## src/rtl/apb_cfg_regbank.sv

```systemverilog
// APB3 configuration register bank for the CSC / 2-D filter / ICSC pipeline.
// Define APB_CFG_SHADOW_EN for shadow registers with a frame-synchronous commit.
module apb_cfg_regbank #(
  parameter int ADDR_WIDTH = 10,
  parameter int NUM_FILTER = 2,
  parameter int KSIZE      = 5,
  parameter int COEF_W     = 10,
  parameter int BIAS_W     = 8,
  parameter int WAIT_CYC   = 0
) (
  input  logic                                    clk,
  input  logic                                    rstn,
  input  logic [ADDR_WIDTH-1:0]                   i_PADDR,
  input  logic                                    i_PSEL,
  input  logic                                    i_PENABLE,
  input  logic                                    i_PWRITE,
  input  logic [31:0]                             i_PWDATA,
  output logic                                    o_PREADY,
  output logic [31:0]                             o_PRDATA,
  output logic                                    o_PSLVERR,
  input  logic                                    i_frame_start,
  output logic [9*COEF_W-1:0]                     o_csc_coef,
  output logic [9*COEF_W-1:0]                     o_icsc_coef,
  output logic [3*BIAS_W-1:0]                     o_csc_bias,
  output logic [3*BIAS_W-1:0]                     o_icsc_bias,
  output logic [NUM_FILTER*KSIZE*KSIZE*COEF_W-1:0] o_filter_coef,
  output logic [NUM_FILTER+1:0]                   o_bypass,
  output logic                                    o_commit_pending
);

  localparam int WPR    = (KSIZE + 2) / 3;
  localparam int NFW    = NUM_FILTER * KSIZE * WPR;
  localparam int NCOEF  = 18 + NUM_FILTER * KSIZE * KSIZE;
  localparam int W_BYP  = 252;
  localparam int W_CTRL = 253;
  localparam int W_STAT = 254;
  localparam int W_ID   = 255;

  // Coefficient e: 0..8 CSC, 9..17 ICSC, then filters in (f*KSIZE+r)*KSIZE+c order.
  function automatic int coef_word(int e);
    int fe;
    fe = e - 18;
    if (e < 9) return e / 3;
    if (e < 18) return 4 + (e - 9) / 3;
    return 8 + (fe / KSIZE) * WPR + (fe % KSIZE) / 3;
  endfunction

  function automatic int coef_lsb(int e);
    if (e < 18) return ((e % 9) % 3) * 10;
    return (((e - 18) % KSIZE) % 3) * 10;
  endfunction

  typedef enum logic [1:0] {S_IDLE, S_WAIT, S_DONE} state_t;
  state_t     state, state_nx;
  logic [3:0] cnt, cnt_nx;

  logic [NCOEF*COEF_W-1:0] sh_coef, act_coef, coef_src;
  logic [6*BIAS_W-1:0]     sh_bias, act_bias, bias_src;
  logic [NUM_FILTER+1:0]   sh_byp, act_byp, byp_src;
  logic                    rd_active, rd_sel, pending, err_flag;
  logic [31:0]             widx, rdata;
  logic                    mapped, dec_err, wr_fire, ctrl_wr, commit_wr;
  logic                    unused_ok;

  // A transfer starts on PSEL&PENABLE; o_PREADY is high for exactly one cycle
  // (DONE) with o_PRDATA/o_PSLVERR valid; writes commit at the end of DONE.
  always_comb begin
    state_nx = state;
    cnt_nx   = cnt;
    case (state)
      S_IDLE: if (i_PSEL && i_PENABLE) begin
        if (WAIT_CYC == 0) state_nx = S_DONE;
        else begin
          state_nx = S_WAIT;
          cnt_nx   = 4'(WAIT_CYC);
        end
      end
      S_WAIT: begin
        if (!i_PSEL) state_nx = S_IDLE;
        else if (cnt == 4'd1) state_nx = S_DONE;
        else cnt_nx = cnt - 4'd1;
      end
      S_DONE:  state_nx = S_IDLE;
      default: state_nx = S_IDLE;
    endcase
  end

  always_ff @(posedge clk or negedge rstn) begin
    if (!rstn) begin
      state <= S_IDLE;
      cnt   <= '0;
    end else begin
      state <= state_nx;
      cnt   <= cnt_nx;
    end
  end

  assign widx      = 32'(i_PADDR[ADDR_WIDTH-1:2]);
  assign mapped    = (widx < 32'(8 + NFW)) || (widx >= 32'(W_BYP) && widx <= 32'(W_ID));
  assign dec_err   = !mapped || (i_PADDR[1:0] != 2'b00) || (i_PWRITE && widx >= 32'(W_STAT));
  assign wr_fire   = (state == S_DONE) && i_PWRITE && !o_PSLVERR;
  assign ctrl_wr   = wr_fire && (widx == 32'(W_CTRL));
  assign commit_wr = ctrl_wr && i_PWDATA[0];
  assign unused_ok = ^i_PWDATA;

  always_ff @(posedge clk or negedge rstn) begin
    if (!rstn) begin
      sh_coef   <= '0;
      sh_bias   <= '0;
      sh_byp    <= '0;
      rd_active <= 1'b0;
    end else if (wr_fire) begin
      for (int e = 0; e < NCOEF; e++)
        if (widx == coef_word(e)) sh_coef[e*COEF_W +: COEF_W] <= i_PWDATA[coef_lsb(e) +: COEF_W];
      for (int b = 0; b < 6; b++)
        if (widx == ((b < 3) ? 32'd3 : 32'd7)) sh_bias[b*BIAS_W +: BIAS_W] <= i_PWDATA[(b%3)*8 +: BIAS_W];
      if (widx == 32'(W_BYP)) sh_byp <= i_PWDATA[NUM_FILTER+1:0];
      if (ctrl_wr) rd_active <= i_PWDATA[1];
    end
  end

  // A new error wins over a simultaneous ERR_CLR.
  always_ff @(posedge clk or negedge rstn) begin
    if (!rstn) err_flag <= 1'b0;
    else if (state == S_DONE && o_PSLVERR) err_flag <= 1'b1;
    else if (ctrl_wr && i_PWDATA[2]) err_flag <= 1'b0;
  end

`ifdef APB_CFG_SHADOW_EN
  // Commit uses the pending value from before this edge, so a COMMIT landing
  // on a frame edge waits for the next one; active loads pre-write shadow.
  always_ff @(posedge clk or negedge rstn) begin
    if (!rstn) begin
      act_coef <= '0;
      act_bias <= '0;
      act_byp  <= '0;
      pending  <= 1'b0;
    end else begin
      if (i_frame_start && pending) begin
        act_coef <= sh_coef;
        act_bias <= sh_bias;
        act_byp  <= sh_byp;
      end
      if (commit_wr) pending <= 1'b1;
      else if (i_frame_start) pending <= 1'b0;
    end
  end
  assign rd_sel = rd_active;
`else
  logic unused_ns;
  assign act_coef  = sh_coef;
  assign act_bias  = sh_bias;
  assign act_byp   = sh_byp;
  assign pending   = 1'b0;
  assign rd_sel    = 1'b1;
  assign unused_ns = i_frame_start ^ commit_wr;
`endif

  always_comb begin
    rdata    = '0;
    coef_src = rd_sel ? act_coef : sh_coef;
    bias_src = rd_sel ? act_bias : sh_bias;
    byp_src  = rd_sel ? act_byp  : sh_byp;
    for (int e = 0; e < NCOEF; e++)
      if (widx == coef_word(e)) rdata[coef_lsb(e) +: COEF_W] = coef_src[e*COEF_W +: COEF_W];
    for (int b = 0; b < 6; b++)
      if (widx == ((b < 3) ? 32'd3 : 32'd7)) rdata[(b%3)*8 +: BIAS_W] = bias_src[b*BIAS_W +: BIAS_W];
    case (widx)
      32'(W_BYP):  rdata[NUM_FILTER+1:0] = byp_src;
      32'(W_CTRL): rdata[1] = rd_active;
      32'(W_STAT): rdata[1:0] = {err_flag, pending};
      32'(W_ID):   rdata = {8'h01, 8'(NUM_FILTER), 8'(KSIZE), 8'(COEF_W)};
      default:     ;
    endcase
  end

  always_ff @(posedge clk or negedge rstn) begin
    if (!rstn) begin
      o_PRDATA  <= '0;
      o_PSLVERR <= 1'b0;
    end else if (state != S_DONE && state_nx == S_DONE) begin
      o_PSLVERR <= dec_err;
      o_PRDATA  <= (dec_err || i_PWRITE) ? '0 : rdata;
    end else begin
      o_PSLVERR <= 1'b0;
      o_PRDATA  <= '0;
    end
  end

  assign o_PREADY         = (state == S_DONE);
  assign o_csc_coef       = act_coef[0 +: 9*COEF_W];
  assign o_icsc_coef      = act_coef[9*COEF_W +: 9*COEF_W];
  assign o_filter_coef    = act_coef[18*COEF_W +: NUM_FILTER*KSIZE*KSIZE*COEF_W];
  assign o_csc_bias       = act_bias[0 +: 3*BIAS_W];
  assign o_icsc_bias      = act_bias[3*BIAS_W +: 3*BIAS_W];
  assign o_bypass         = act_byp;
  assign o_commit_pending = pending;

endmodule

```

## config.mk

```make
export PLATFORM = sky130hd
export DESIGN_NAME = apb_cfg_regbank
export DESIGN_NICKNAME = d
export VERILOG_FILES = /design/src/rtl/apb_cfg_regbank.sv
export SDC_FILE = /design/constraint.sdc
export NUM_CORES = 1
export LEC_CHECK = 0
export ABC_CLOCK_PERIOD_IN_PS = 2600
export CORE_AREA = 2 2 316 318
export CTS_BUF_LIST = sky130_fd_sc_hd__clkbuf_8
export DETAILED_ROUTE_END_ITERATION = 7
export DIE_AREA = 0 0 318 320
export PLACE_DENSITY = 0.62
export SLEW_MARGIN = 20
export SYNTH_ARGS = -nofsm -noshare
export SYNTH_HDL_FRONTEND = slang
export SYNTH_SLANG_ARGS = --single-unit
```

## constraint.sdc

```tcl
create_clock -name clk -period 2.6 [get_ports clk]
set_input_delay 0.52 -clock clk [delete_from_list [all_inputs] [get_ports clk]]
set_output_delay 0.52 -clock clk [all_outputs]
set_load 0.01 [all_outputs]
```

==> flow_summary.ini, run 1 <==
[synth]
syn_area_per_cell_sq_um = 12.4
synthTopCellsByArea = dfrtp_1 54%, mux2_2 24%, a21oi_1 1.8%
synth_edf_count = 0
synth_top_family_by_area = multiplexers
seq_area_frac_synth_pct = 54.2
synthMuxAreaShare_pct = 26.1
synth-compound-area-share_pct = 11.0
yosysWarnings = 0
syn_area_sq_um = 35600
synth-simple-area-share_pct = 5.35
synth_async_sr_flop_share_pct = 100
ys.flop_type = dfrtp_1
synthAdderAreaFrac_pct = 0.0702
synth_xor_area_share_pct = 0.0492
yosysMostFrequentCell = dfrtp_1
synth_cell_type_count = 82
synth_common_cells = 771 x dfrtp_1, 754 x mux2_2, 165 x clkbuf_1, 154 x nand2_1, 126 x a21oi_1
syn_inst = 2865
ys_seq_elements = 771
synth_top_area_cell = dfrtp_1
synth_top_area_share_pct = 54.2

[floorplanning]
fp.dieW_um = 318
row_count = 115
fp.coreArea_sq_um = 98000
start_util_pct = 36.4
design.portCount = 815
die_area_sq_um = 102000
die_h_um = 320

[sta]
fin_skew_ns = 0.0405
relSlewSlack_pct = 43.2
timing.final.crit_share_pct = 98.5
slew_violations = 0
setup_viol = 0
worst_slew_pin_slew_ns = 0.849
hold_viol = 0
min_period_ns = 2.56
finalWorstSetupSlack_ns = 0.0397
max_freq_ghz = 0.391

[detailed_routing]
drc = 0
first_iter_violations = 3617
routed_via_density = 5.90
ant_nets = 0
wire_per_inst_um = 35.5
totalWireLength_mm = 194
firstDrtPassIters = 6
vias = 32221

[power]
power_frac_comb_pct = 8.0
ir_drop_uv = 445
power_switching_share_pct = 26.9
p_clk_share_pct = 44.6
p_switching_mw = 6.96
p_int_mw = 18.9
seq_power_share_pct = 47.4
cellPowerDensity_nw_per_um2 = 497
leakage_nw = 24.5

[clocking]
root_buffer = clkbuf_8
clkTransAtPathRegs_ns = 0.06
tritoncts = yes
numCtsBuffers = 141
clkLatencyLatePin_ns = 0.87
cts_buffer_depth = 3
cts_sinks = 771
h-tree-depth = 4

[grt]
antenna_found_initial = 7
grt_max_degree = 88
grt_pass1_vias = 32074
grt_use_total_pct = 37.3
grt-ovfl-total = 0
grt_first_pass_wirelength_mm = 266

[worst_setup_path]
cp.required_ns = 3.39
cp-start-kind = input pin
cp_common_cell = buf_4
critPathCaptureType = register
slowest_delay_ns = 0.50
crit_chain = clkdlybuf4s50_1 > or4_1 > buf_6 > nor2_4 > buf_4 > a21oi_1 > o32a_1 > a221oi_1 > buf_4 > o22ai_1 > a31oi_1 > o221a_2
cp.arrival_ns = 3.35
path_class = in2reg
slowest_stage = or4_1
cp_max_fo = 12

[placed_design]
place_ws_ns = -1.14
io_buffers = 808
dp.cells = 5211
place_hpwl_mm = 147
place.gp.congestion = 0.983

[cells_and_area]
area_growth_pct = 46.3
drive_gt1_share_pct = 37.4
final_util_pct = 53.2
fill_cells = 8678
final_cells = 5465
nets = 4121

[status]
status = complete, no violations

[hold_path]
hold_class = in2async

[flow_run]
cap_violations = 0
worst paths after layout:
kind / from / to / slack (ns) / cells after the start
setup / recovery: i_PADDR[7] / o_PRDATA[5] / 0.04 / 12
setup reg to reg: act_coef[11] / o_PRDATA[11] / 0.05 / 9
hold reg to reg: err_flag / err_flag / 0.50 / 1
hold / removal: rstn / act_coef[574] / 0.23 / 2
max in group asynchronous: rstn / act_coef[397] / 1.37 / 4
min in group clk: i_PSEL / state[0] / 0.38 / 2
layer usage:
layer / GRT usage, % / part of all wire [%]
met5: 0 / 0.0067
met4: 17.3 / 5.1
met3: 11.4 / 9.5
met2: 58.6 / 46
met1: 47.3 / 40
through the flow:
| stage | power, mW | TNS [ns] | cell area (sq um) | hold WS (ns) |
|---|---|---|---|---|
| floorplan | 13.1 | 0 | 35600 | 0.224 |
| global placement | 14.5 | -398.46 | 49200 | 0.461 |
| detailed placement | 14.5 | -416.79 | 49200 | 0.476 |
| CTS | 26.0 | 0 | 52000 | 0.180 |
| global route | 26.7 | -0.0149 | 52100 | 0.211 |
| finish | 25.9 | 0 | 52100 | 0.235 |
cell type report:
cell class / count / area, sq um / share of cell area, %
Timing Repair Buffer: 1328 / 13000 / 25.0
Tap cell: 1287 / 1610 / 3.09
Clock buffer: 171 / 2350 / 4.51
Inverter: 12 / 45.0 / 0.0864
Sequential cell: 771 / 19300 / 37.0
Multi-Input combinational cell: 1817 / 15400 / 29.6
Clock inverter: 76 / 387 / 0.741
Antenna cell: 3 / 7.51 / 0.0144
cells in the final DEF, fill, tap and decap left out, drive strengths merged, types with 6 or more instances in the layout:
master / instances
a221oi: 29
o21ai: 124
a21oi: 126
and2: 6
a2111oi: 6
a221o: 12
o22ai: 72
a31oi: 27
buf: 522
a32oi: 9
inv: 72
o221ai: 38
o211ai: 7
nor2: 119
clkbuf: 172
nor4: 8
a211oi: 10
nand3: 23
nand4: 8
a222oi: 7
mux2i: 49
nor2b: 11
nand2b: 11
nor3: 36
nand2: 155
a22o: 13
and3: 6
clkdlybuf4s50: 796
mux4: 7
a22oi: 51
a21o: 8
mux2: 767
dfrtp: 771
clkinv: 11
power by group through the flow:
stage	sequential [mW]	combinational, mW	clock [mW]
finish	12.3	2.07	11.6
global route	12.3	2.16	12.3
CTS	12.3	2.05	11.7
detailed placement	12.5	2.04	0
global placement	12.5	2.03	0
floorplan	12.5	0.599	0
worst max-delay path, delay by kind of cell:
kind	cells	cell delay, ns
simple gates	2	0.70
buf+inv	4	1.01
compound gates	6	1.11
logic make-up after synthesis:
| logic type | Yosys count |
|---|---|
| and+or+nand+nor | 398 |
| muxes | 823 |
| DFF | 771 |
| xor gates and xnor gates | 2 |
| buffers and inverters | 279 |
| other | 1 |
| AOI/OAI and AO/OA | 589 |
| adders and majority gates | 2 |
registers in the layout (all words and copies together), names as in the netlist:
name / cells
act_coef: 680
act_bias: 48
o_PRDATA: 30
cnt: 4
o_bypass: 4
state: 2
err_flag: 1
o_PSLVERR: 1
rd_active: 1
what timing repair did:
action / in CTS / in global routing
pin swaps: 2 / 7
setup endpoints to repair: 23 / 35
setup buffers: 1 / 2
gates resized for setup: 17 / 19
endpoints found under the hold margin: 56 / 0
hold buffers: 1 / 0
(Power assumes the default switching activity.)
==> inputs of run 2 (changes only) <==
--- a/config.mk
+++ b/config.mk
@@ -11,6 +11,7 @@
 export DETAILED_ROUTE_END_ITERATION = 7
 export DIE_AREA = 0 0 318 320
 export PLACE_DENSITY = 0.62
+export REMOVE_ABC_BUFFERS = 1
 export SLEW_MARGIN = 20
 export SYNTH_ARGS = -nofsm -noshare
 export SYNTH_HDL_FRONTEND = slang
==> run 2 against run 1 <==
Count of clock-buffer cells in the layout rose by 10. Sequential power barely moved. Sequential cell count did not move. Sequential share of layout area fell by 0.20 points. Wire length fell by 5.2%. Total power fell by 0.26%. Critical endpoint is now o_PRDATA[11]. Critical path type unchanged. Worst hold slack improved by 0.0011 ns. Combinational power barely moved. Die area did not move. Via count fell by 0.61%. Fmax fell by 1.0%. Final cell count rose by 0.33%.
==> flow_summary.ini, run 2 (synthesis results as in run 1) <==
[clocking]
clkTransAtPathRegs_ns = 0.06
root_buffer = clkbuf_8
clkLatencyLatePin_ns = 0.84
tritoncts = yes
cts_sinks = 771
cts_buffer_depth = 3
numCtsBuffers = 139
h-tree-depth = 4

[power]
leakage_nw = 24.5
cellPowerDensity_nw_per_um2 = 493
power_mw = 25.8
ir_drop_uv = 440

[sta]
timing.final.crit_share_pct = 99.5
worst_slew_pin_slew_ns = 0.817
slew_violations = 0
max_freq_ghz = 0.386
relSlewSlack_pct = 45.4
fin_skew_ns = 0.0353
hold_viol = 0
whs_ns = 0.236
finalSetupTns_ns = 0
setup_viol = 0
min_period_ns = 2.59

[detailed_routing]
firstDrtPassIters = 5
vias = 32024
totalWireLength_mm = 184
ant_nets = 0
first_iter_violations = 3008
routed_via_density = 5.84
drc = 0
wire_per_inst_um = 33.6

[cells_and_area]
final_cell_mix = 797 x clkdlybuf4s50_1, 771 x dfrtp_1, 754 x mux2_2
largest-register = act_coef
nets = 4145
final_util_pct = 53.5
final_common_cell = clkdlybuf4s50_1
reg_top3 = act_coef: 680 flops, act_bias: 48 flops, o_PRDATA: 30 flops
drive_gt1_share_pct = 38.2
area_growth_pct = 47.1
final_cells = 5483
largest_register_ffs = 680

[worst_setup_path]
cp-start-kind = input pin
slowest_delay_ns = 0.61
cp_common_cell = buf_4
slowest_stage = or4b_1
crit_chain = clkdlybuf4s15_2 > buf_4 > or4b_1 > nor3_4 > nand2_1 > buf_4 > o21ai_0 > a21oi_2 > buf_4 > o22ai_4 > buf_4 > a32o_1 > a31oi_1
cp_max_fo = 6
cp.required_ns = 3.31
cp.arrival_ns = 3.29
critPathCaptureType = register
path_class = in2reg

[placed_design]
dp.cells = 5234
place.gp.congestion = 0.947
place_hpwl_mm = 140
io_buffers = 808

[floorplanning]
start_util_pct = 36.4
design.portCount = 815
row_count = 115
die_area_sq_um = 102000
fp.dieW_um = 318
die_h_um = 320
fp.coreArea_sq_um = 98000

[grt]
grt_first_pass_wirelength_mm = 255
grt_max_degree = 83
grt_use_total_pct = 35.4
grt-ovfl-total = 0
grt_pass1_vias = 32124
antenna_found_initial = 2

[hold_path]
hold_class = in2async

[status]
status = complete, no violations

[flow_run]
cap_violations = 0
-- run 2: cell count changes in the layout (fill, tap and decap cells not counted), moves of 3 or more --
cell and change:
buf_4 +26, clkbuf_8 +10, inv_1 -9, a2111oi_0 +3
-- run 2: routing by layer --
| layer | wire length, um | up-vias | track usage [%] |
|---|---|---|---|
| li1 | - | 13118 | - |
| met1 | 71300 | 16743 | 43.7 |
| met2 | 86900 | 1750 | 57.7 |
| met3 | 16800 | 413 | 9.81 |
| met4 | 9060 | 0 | 16.3 |
| met5 | 0 | - | 0 |
-- run 2: worst paths after layout --
path                                 endpoint  slack [ns]    startpoint  cells past startpoint
worst max-delay path             o_PRDATA[11]        0.01    i_PADDR[8]                     13
worst min-delay path            act_coef[305]        0.24          rstn                      2
worst max register to register   o_PRDATA[11]        0.18  act_coef[11]                     10
worst min register to register         cnt[3]        0.50        cnt[3]                      1
max in group asynchronous       act_coef[596]        1.44          rstn                      4
min in group clk                       cnt[2]        0.45        i_PSEL                      3
-- run 2: where the power goes --
group	leakage [nW]	internal (mW)	switching, mW	total [mW]
registers	10.7	12.1	0.140	12.3
clock network	1.59	6.19	5.32	11.5
logic	12.2	0.772	1.28	2.05
total	24.5	19.1	6.74	25.8
-- run 2: layout make-up --
class	count	area [sq um]
Clock inverter	60	265
Clock buffer	181	2490
Inverter	12	45.0
Sequential cell	771	19300
Tap cell	1287	1610
Multi-Input combinational cell	1817	15500
Antenna cell	1	2.50
Timing Repair Buffer	1354	13200
Fill cell	8737	45600
-- run 2: worst max-delay path, delay by kind of cell --
kind	cells	cell delay, ns
buf+inv	5	1.03
compound gates	5	0.67
simple gates	3	1.07
-- run 2: repair_timing --
action,4_1_cts,5_1_grt
hold buffers,1,0
hold endpoints to repair,76,0
buffers inserted,3,3
setup endpoints to repair,132,18
gates resized for setup,31,20
pin swaps,5,6
-- run 2: metrics by stage --
stage	setup slack, ns	cell area (sq um)
final	0.0126	52400
after global routing	-0.0292	52400
after CTS	0.00937	52300
after detailed placement	-1.52	49400
after global placement	-1.54	49400
after floorplan	-2.59	34500
==> inputs of run 3 (changes only) <==
--- a/config.mk
+++ b/config.mk
@@ -8,10 +8,10 @@
 export ABC_CLOCK_PERIOD_IN_PS = 2600
 export CORE_AREA = 2 2 316 318
 export CTS_BUF_LIST = sky130_fd_sc_hd__clkbuf_8
+export CTS_CLUSTER_DIAMETER = 150
 export DETAILED_ROUTE_END_ITERATION = 7
 export DIE_AREA = 0 0 318 320
-export PLACE_DENSITY = 0.62
-export REMOVE_ABC_BUFFERS = 1
+export PLACE_DENSITY = 0.61
 export SLEW_MARGIN = 20
 export SYNTH_ARGS = -nofsm -noshare
 export SYNTH_HDL_FRONTEND = slang
==> run 3 against run 2 <==
The flow now finishes with violations (setup timing). Utilization fell by 0.24 points. Largest power group unchanged. Critical path depth down 1. Total power is essentially flat. Via count up 1.2%. First-iteration DRC count is 17% higher. Sequential power barely moved. Highest routed layer is now met5. Non-clock buffer count is 18 lower. Clock skew up 0.0074 ns. Critical endpoint is now o_PRDATA[10]. Critical path type unchanged.
==> flow_summary.ini, run 3 (synthesis results as in run 1) <==
[grt]
grt-ovfl-total = 0
grt_use_total_pct = 36.9
antenna_found_initial = 7
grt_max_degree = 89
grt_first_pass_wirelength_mm = 264
grt_pass1_vias = 31964

[sta]
fin_skew_ns = 0.0427
worst_slew_pin_slew_ns = 0.739
max_freq_ghz = 0.378
rsz0062_at_grt = no
slew_violations = 0
timing.final.crit_share_pct = 102
relSlewSlack_pct = 50.6
whs_ns = 0.245
min_period_ns = 2.65
finalWorstSetupSlack_ns = -0.0467
hold_viol = 0
setup_viol = 1

[floorplanning]
die_h_um = 320
row_count = 115
fp.dieW_um = 318
start_util_pct = 36.4
design.portCount = 815
fp.coreArea_sq_um = 98000
die_area_sq_um = 102000

[clocking]
tritoncts = yes
cts_sinks = 771
cts_buffer_depth = 3
numCtsBuffers = 141
clkTransAtPathRegs_ns = 0.07
clkLatencyLatePin_ns = 0.84
h-tree-depth = 4
root_buffer = clkbuf_8

[worst_setup_path]
cp.arrival_ns = 3.36
cp.required_ns = 3.31
rr_worst_depth = 11
cp-start-kind = input pin
crit_start = i_PADDR[5]
r2r_start = cnt[1]
r2r-end = o_PRDATA[19]
critPathCaptureType = register
path_class = in2reg
worst-r2r-setup-slack_ns = 0.12
cp_max_fo = 13

[status]
status = finished, violations left
failed_checks = setup timing

[cells_and_area]
final_cell_mix = 796 x clkdlybuf4s50_1, 770 x dfrtp_1, 754 x mux2_2
fill_cells = 8698
area_growth_pct = 46.5
reg_top3 = act_coef: 680 flops, act_bias: 48 flops, o_PRDATA: 30 flops
final_util_pct = 53.3
drive_gt1_share_pct = 37.6
final_common_cell = clkdlybuf4s50_1
largest-register = act_coef
nets = 4129
largest_register_ffs = 680

[detailed_routing]
firstDrtPassIters = 6
vias = 32395
ant_nets = 0
totalWireLength_mm = 192
drc = 0
first_iter_violations = 3506
wire_per_inst_um = 35.3
routed_via_density = 5.94

[power]
cellPowerDensity_nw_per_um2 = 495
power_mw = 25.8
leakage_nw = 24.4
power_frac_comb_pct = 8.1
p_switching_mw = 6.83
p_clk_share_pct = 44.4
power_switching_share_pct = 26.5
ir_drop_uv = 437
seq_power_share_pct = 47.5
p_int_mw = 19.0

[placed_design]
place_ws_ns = -1.33
place.gp.congestion = 0.987
io_buffers = 808
place_hpwl_mm = 146

[flow_run]
cap_violations = 0

[hold_path]
hold_class = in2async
## run 3: cell count changes in the layout (fill, tap and decap cells not counted), sizes merged
| cell | delta |
|---|---|
| clkdlybuf4s50 | -1 |
| buf | -18 |
| clkinv | +2 |
| bufinv | +2 |
| dlymetal6s2s | -1 |
| clkdlybuf4s15 | -2 |
| clkbuf | -10 |
| inv | -5 |
| clkinvlp | -1 |
| dlygate4sd2 | +4 |
## run 3: timing repair
action,CTS,global route
resized for setup,28,11
endpoints found under the setup margin,38,29
hold endpoints to repair,27,0
cloned,0,0
pin swaps,4,2
hold buffers,1,0
setup buffers,2,0
## run 3: cell type report
cell class	instances	area, sq um	area share [%]
flip-flops and latches	771	19300	37.0
multi-input cells	1817	15400	29.6
repair buffers	1336	13100	25.1
clock buffers	171	2350	4.51
well taps	1287	1610	3.09
clock inverters	58	318	0.609
inverters	12	45.0	0.0863
diodes	1	2.50	0.00479
## run 3: worst max path at each step
stage	to	cells after the start
after detailed placement	o_PRDATA[16]	13
after floorplan	act_coef[560]	8
after global routing	o_PRDATA[10]	13
after global placement	o_PRDATA[10]	12
final	o_PRDATA[10]	12
after CTS	o_PRDATA[19]	11
## run 3: worst max-delay path, stage by stage
cell and delay [ns]:
clkdlybuf4s50_1 0.50, buf_12 0.15, buf_4 0.18, nor2_1 0.08, nand2_1 0.24, buf_4 0.23
o221ai_2 0.17, a2111oi_2 0.59, a21oi_1 0.22, buf_4 0.18, o221ai_1 0.18, a21oi_1 0.09
## run 3: per-layer routing
layer  vias up  track usage, %  wire length [um]  share of wire [%]
li1      13033               -                 -                  -
met1     16952            47.1             76600                 40
met3       447            10.2             17700                9.2
met5         -               0                39              0.020
met4         6            18.5             10500                5.5
met2      1957            57.6             87500                 45
## run 3: power groups by stage
stage	Combinational, mW	Sequential, mW	Clock, mW
floorplan	0.599	12.5	0
global placement	2.04	12.5	0
detailed placement	2.04	12.5	0
CTS	2.06	12.3	11.6
global route	2.17	12.3	12.1
finish	2.08	12.3	11.5
## run 3: stage by stage
stage                     TNS (ns)  area, sq um  instances
after global placement     -421.65        49400       5220
after CTS                        0        52100       5452
after floorplan                  0        35600       2867
after global routing             0        52200       5453
after detailed placement   -413.87        49400       5220
final                      -0.0467        52200       5453
